<file path="src/rtl/if_fetch_unit.sv">
// ---------------------------------------------------------------------------
// if_fetch_unit
//
// Instruction-fetch front end. It owns the fetch PC and issues word requests
// to instruction memory. Returned instructions are kept in a small in-order
// queue together with their PCs, and the queue head is presented to decode.
// A redirect squashes every queued entry and every in-flight request. Stale
// responses that are still due from memory are counted in drop_cnt and are
// discarded as they arrive.
//
// Ports
//   clk, rst          clock, synchronous active-high reset
//   redirect_valid/pc load a new fetch PC (pc[1:0] ignored), squash wrong path
//   hold              suppress new memory requests this cycle
//   pc_out            current fetch PC
//   imem_req_*        request channel (valid/ready, word-aligned byte address)
//   imem_rsp_*        in-order response channel, latency >= 1 cycle
//   if_valid/pc/inst  queue head offered to decode
//   id_ready          decode accepts the head
// ---------------------------------------------------------------------------
module if_fetch_unit #(
    parameter logic [31:0] RESET_PC = 32'h0000_0000,
    parameter int          DEPTH    = 4
) (
    input  logic        clk,
    input  logic        rst,
    input  logic        redirect_valid,
    input  logic [31:0] redirect_pc,
    input  logic        hold,
    output logic [31:0] pc_out,
    output logic        imem_req_valid,
    output logic [31:0] imem_req_addr,
    input  logic        imem_req_ready,
    input  logic        imem_rsp_valid,
    input  logic [31:0] imem_rsp_data,
    output logic        if_valid,
    output logic [31:0] if_pc,
    output logic [31:0] if_inst,
    input  logic        id_ready
);

    localparam int PW = $clog2(DEPTH);
    localparam int CW = PW + 1;

    logic [31:0]   fetch_pc_q, fetch_pc_d;
    logic [PW-1:0] head_q, head_d;
    logic [PW-1:0] tail_q, tail_d;
    logic [PW-1:0] fill_q, fill_d;   // oldest allocated-but-unfilled slot
    logic [CW-1:0] count_q, count_d; // allocated slots
    logic [CW-1:0] unf_q, unf_d;     // allocated slots still awaiting data
    logic [CW-1:0] drop_q, drop_d;   // stale responses still to discard

    logic [31:0] pc_mem_q   [DEPTH];
    logic [31:0] inst_mem_q [DEPTH];

    logic req_fire;
    logic deq_fire;
    logic rsp_drop;
    logic rsp_store;

    assign imem_req_valid = !rst && !redirect_valid && !hold && (count_q < CW'(DEPTH));
    assign imem_req_addr  = fetch_pc_q;
    assign pc_out         = fetch_pc_q;

    // Responses arrive in order, so the filled slots always form a contiguous
    // run starting at head; the head is filled exactly when some slot is.
    assign if_valid = !rst && !redirect_valid && (count_q != unf_q);
    assign if_pc    = pc_mem_q[head_q];
    assign if_inst  = inst_mem_q[head_q];

    assign req_fire  = imem_req_valid && imem_req_ready;
    assign deq_fire  = if_valid && id_ready;
    assign rsp_drop  = imem_rsp_valid && (drop_q != '0);
    assign rsp_store = imem_rsp_valid && (drop_q == '0) && (unf_q != '0);

    always_comb begin
        fetch_pc_d = fetch_pc_q;
        head_d     = head_q;
        tail_d     = tail_q;
        fill_d     = fill_q;
        count_d    = count_q;
        unf_d      = unf_q;
        drop_d     = drop_q;

        if (redirect_valid) begin
            fetch_pc_d = redirect_pc & 32'hFFFF_FFFC;
            head_d     = '0;
            tail_d     = '0;
            fill_d     = '0;
            count_d    = '0;
            unf_d      = '0;
            // Every still-unfilled slot has a response coming; a response
            // landing on this very edge already accounts for one of them.
            drop_d     = drop_q + unf_q - CW'(rsp_drop) - CW'(rsp_store);
        end else begin
            if (rsp_drop) begin
                drop_d = drop_q - CW'(1);
            end
            if (rsp_store) begin
                fill_d = fill_q + PW'(1);
            end
            if (req_fire) begin
                tail_d     = tail_q + PW'(1);
                fetch_pc_d = fetch_pc_q + 32'd4;
            end
            if (deq_fire) begin
                head_d = head_q + PW'(1);
            end
            unf_d   = unf_q + CW'(req_fire) - CW'(rsp_store);
            count_d = count_q + CW'(req_fire) - CW'(deq_fire);
        end
    end

    always_ff @(posedge clk) begin
        if (rst) begin
            fetch_pc_q <= RESET_PC;
            head_q     <= '0;
            tail_q     <= '0;
            fill_q     <= '0;
            count_q    <= '0;
            unf_q      <= '0;
            drop_q     <= '0;
        end else begin
            fetch_pc_q <= fetch_pc_d;
            head_q     <= head_d;
            tail_q     <= tail_d;
            fill_q     <= fill_d;
            count_q    <= count_d;
            unf_q      <= unf_d;
            drop_q     <= drop_d;
        end
    end

    // Slot payload needs no reset: it is only observed once the control
    // state marks the slot filled.
    always_ff @(posedge clk) begin
        if (req_fire) begin
            pc_mem_q[tail_q] <= fetch_pc_q;
        end
        if (rsp_store && !redirect_valid) begin
            inst_mem_q[fill_q] <= imem_rsp_data;
        end
    end

endmodule

</file>
<file path="config.mk">
export PLATFORM = sky130hd
export DESIGN_NAME = if_fetch_unit
export DESIGN_NICKNAME = d
export VERILOG_FILES = /design/src/rtl/if_fetch_unit.sv
export SDC_FILE = /design/constraint.sdc
export NUM_CORES = 1
export LEC_CHECK = 0
export BUFFER_PORTS_ARGS = -buffer_cell sky130_fd_sc_hd__buf_2
export CORE_UTILIZATION = 56
export DETAILED_ROUTE_END_ITERATION = 8
export GPL_TIMING_DRIVEN = 0
export HOLD_SLACK_MARGIN = 0.12
export PLACE_DENSITY = 0.79
export SYNTH_ARGS = -nofsm -noshare
export SYNTH_HDL_FRONTEND = slang
export SYNTH_SLANG_ARGS = --single-unit
</file>
<file path="constraint.sdc">
create_clock -name clk -period 4.1 [get_ports clk]
set_input_delay 0.205 -clock clk [delete_from_list [all_inputs] [get_ports clk]]
set_output_delay 0.205 -clock clk [all_outputs]
set_load 0.005 [all_outputs]
</file>
==> results.txt <==
Die ar. - 0.0224 mm2
worst slew pin tran - 1.09 ns
Num CTS Buffers - 29
worst stage delay on the critical path - 0.51 ns
minimum period implied by the final worst setup slack - 3.76 ns
power per standard cell area - 427 mW/mm2
worst slack at placement - 0.116 ns
CP max-delay cell - fa_1
final weighted congestion in routability-driven placement - 0.940
# H-tree levels - 1
post-synthesis sequential area ratio - 68.8%
TritonCTS clock tree - done
number of enable flip-flop cells after synthesis - 248
DP HPWL - 17,500 um
Critical Path Fanout Max - 8
CP Data Arrival Time - 4.19 ns
TritonRoute pass-1 iters - 6
Final Max Tran Viols - 0
Cell Chain, Critical Path - inv_1 -> ha_1 -> nor2b_1 -> o311a_4 -> inv_1 -> fa_1 -> inv_1 -> fa_1 -> inv_1 -> ha_1 -> fa_1 -> xor3_1 -> a32oi_1 -> xor2_1 -> nor2_1
CP endpoint kind - register
Mapped Avg Cell Area - 16.7 um2
Worst-Skew Late Latency - 0.55 ns
most frequent cells in the layout - edfxtp_1 (248), buf_2 (191), dlygate4sd3_1 (66), mux4_2 (62), dfxtp_1 (47)
DRT antenna net count - 0
Std-Cell Rows - 53
mean routed wirelength per cell - 21.7 um
boundary pin count - 201
leakage power - 5.50 nW
dpl cell area - 0.0135 mm2
Final Total Pwr - 0.00646 W
WP buf/inv - 4
Worst setup SP type - register
largest net degree at the start of global routing - 33
n_diodes - 0
placed cell count - 1,202
Die X - 150 um
cells after synthesis - 731
Setup TNS Final - 0 ns
Iter 0 DRT Violations - 654
Max-slew headroom - 26.8%
crit share post-route - 91.8%
Layout Nets - 1,116
Mapped Area - 0.0122 mm2
CP required - 4.52 ns
register clock-pin slew on the reported worst setup and hold paths - 0.07 ns
fill count - 1,306
grt ovf - 0
Sink Count - 295
fin cells - 1,321
Ys Warns - 0
Seq cells post-synth - 295
clock tree buffer depth - 3
final-report setup violation count - 0
Crit Path Category - reg2reg
# port buffers - 191
final hold vios - 0
skew final - 0.0192 ns
Post-synth ARST share - 0%
Layout area overhead - 24.2%
cell mode on critical path - inv_1
Worst Hold Class - in2reg
vias - 7,693
post-route design area - 0.0151 mm2
most common cell after layout, fill and taps aside - edfxtp_1
number of global-route vias before repair - 7,600
status - complete, no violations
FMAX - 266 MHz
first-pass GRT wire length - 42,400 um
GRT Total Usage - 25.6%
via/cell ratio - 5.82
Final WS setup - 0.335 ns
DRC Markers - 0
Die Height - 150 um
Worst VDD drop - 312 uV
delay-heaviest family, CP - adder cells
Core Area - 0.0212 mm2
WL final - 28,600 um
unrepaired setup endpoints after global routing - no
Max-Cap Viols - 0
Initial Utilization - 57.6%
layout cell share with drive strength beyond 1 - 33.0%
Yosys cell types - 57
Top FF cell, synth - edfxtp_1
antenna violations before repair - 0
Root Driver - clkbuf_16
-- Yosys cell counts (3+ instances only) --
library cell | number | area share, %
and3_1 | 11 | 0.56
or3_1 | 10 | 0.51
buf_1 | 8 | 0.25
a21oi_1 | 13 | 0.53
a211oi_1 | 8 | 0.49
fa_1 | 5 | 0.82
clkbuf_1 | 24 | 0.74
nand4_1 | 11 | 0.56
o31ai_1 | 4 | 0.25
a31oi_1 | 5 | 0.26
nor4_1 | 7 | 0.36
or4_1 | 6 | 0.37
o211ai_1 | 4 | 0.25
inv_1 | 30 | 0.92
edfxtp_1 | 248 | 61
nor2_1 | 30 | 0.92
mux4_2 | 62 | 11
and4_1 | 4 | 0.29
a311oi_1 | 4 | 0.29
nand3_1 | 17 | 0.70
and2_1 | 4 | 0.21
o21ai_0 | 3 | 0.12
xor2_1 | 11 | 0.79
o311ai_0 | 3 | 0.22
o311a_1 | 4 | 0.33
buf_4 | 36 | 2.2
ha_1 | 17 | 1.7
xnor2_1 | 9 | 0.65
nand2_1 | 36 | 1.1
nor3_1 | 13 | 0.53
a311o_1 | 4 | 0.33
a221oi_1 | 3 | 0.22
dfxtp_1 | 47 | 7.7
-- stage by stage --
step                hold WS, ns  util [%]
floorplan                 0.304         -
global placement          0.419      63.8
detailed placement        0.422      63.9
CTS                       0.127      71.5
global route              0.173      71.6
finish                    0.166      71.6
-- worst paths after layout --
kind,slack [ns],to,start,cells after the start
min reg2reg,0.50,tail_q[0],tail_q[0],2
min,0.17,imem_req_addr[30],redirect_pc[30],4
max reg2reg,0.34,drop_q[2],drop_q[0],15
max,0.34,drop_q[2],drop_q[0],15
-- power breakdown --
| part | leakage (nW) | total, W | switching, W | internal, W |
|---|---|---|---|---|
| Combinational | 2.39 | 0.000459 | 0.000226 | 0.000233 |
| Clock | 0.470 | 0.00264 | 0.00111 | 0.00153 |
| Sequential | 2.64 | 0.00336 | 0.0000711 | 0.00329 |
-- cell families (layout without fill, tap and decap cells) --
group / count (synthesis) / count (layout) / share of synthesized area, %
and+or+nand+nor: 159 / 159 / 6.79
AOI/OAI and AO/OA: 71 / 71 / 4.44
other: 1 / 6 / 0.0308
buffers and inverters: 99 / 409 / 4.16
muxes: 63 / 63 / 11.5
DFF: 295 / 295 / 68.8
adders and majority gates: 22 / 22 / 2.57
xor gates and xnor gates: 21 / 21 / 1.63
-- registers in the layout (all words and copies together) (netlist names), named ones only --
register,cells
count_q,3
drop_q,3
fill_q,2
head_q,2
imem_req_addr,30
inst_mem_q,128
pc_mem_q,120
tail_q,2
unf_q,3
-- worst min-delay path, delay by kind of cell --
kind,cells,cell delay (ns)
AO/OA/AOI/OAI,2,0.22
AND/OR/NAND/NOR,1,0.17
buffers and inverters,1,0.08
-- final cells by class --
| class | instances | area [um2] | area share, % |
|---|---|---|---|
| clock inverter | 13 | 134 | 0.884 |
| buffer | 67 | 387 | 2.55 |
| clock buffer | 41 | 822 | 5.43 |
| timing repair buffer | 257 | 1620 | 10.7 |
| sequential | 295 | 8390 | 55.4 |
| tap | 275 | 344 | 2.27 |
| inverter | 31 | 116 | 0.769 |
| multi-input combinational | 342 | 3330 | 22.0 |
-- per-layer routing --
metal / part of all wire (%) / vias up / global-route usage, % / wire length (um)
met5: 0 / - / 0 / 0
met4: 2.1 / 0 / 7.60 / 610
met3: 7.6 / 43 / 3.60 / 2180
met2: 51 / 398 / 43.8 / 14500
met1: 40 / 3812 / 34.1 / 11300
li1: - / 3440 / - / -
-- timing repair --
item	CTS	global route
hold buffers	66	0
resized for setup	0	1
setup endpoints to repair	0	1
endpoints found under the hold margin	161	0
setup buffers	0	0
Note: power is estimated with default switching activity, not from simulation.
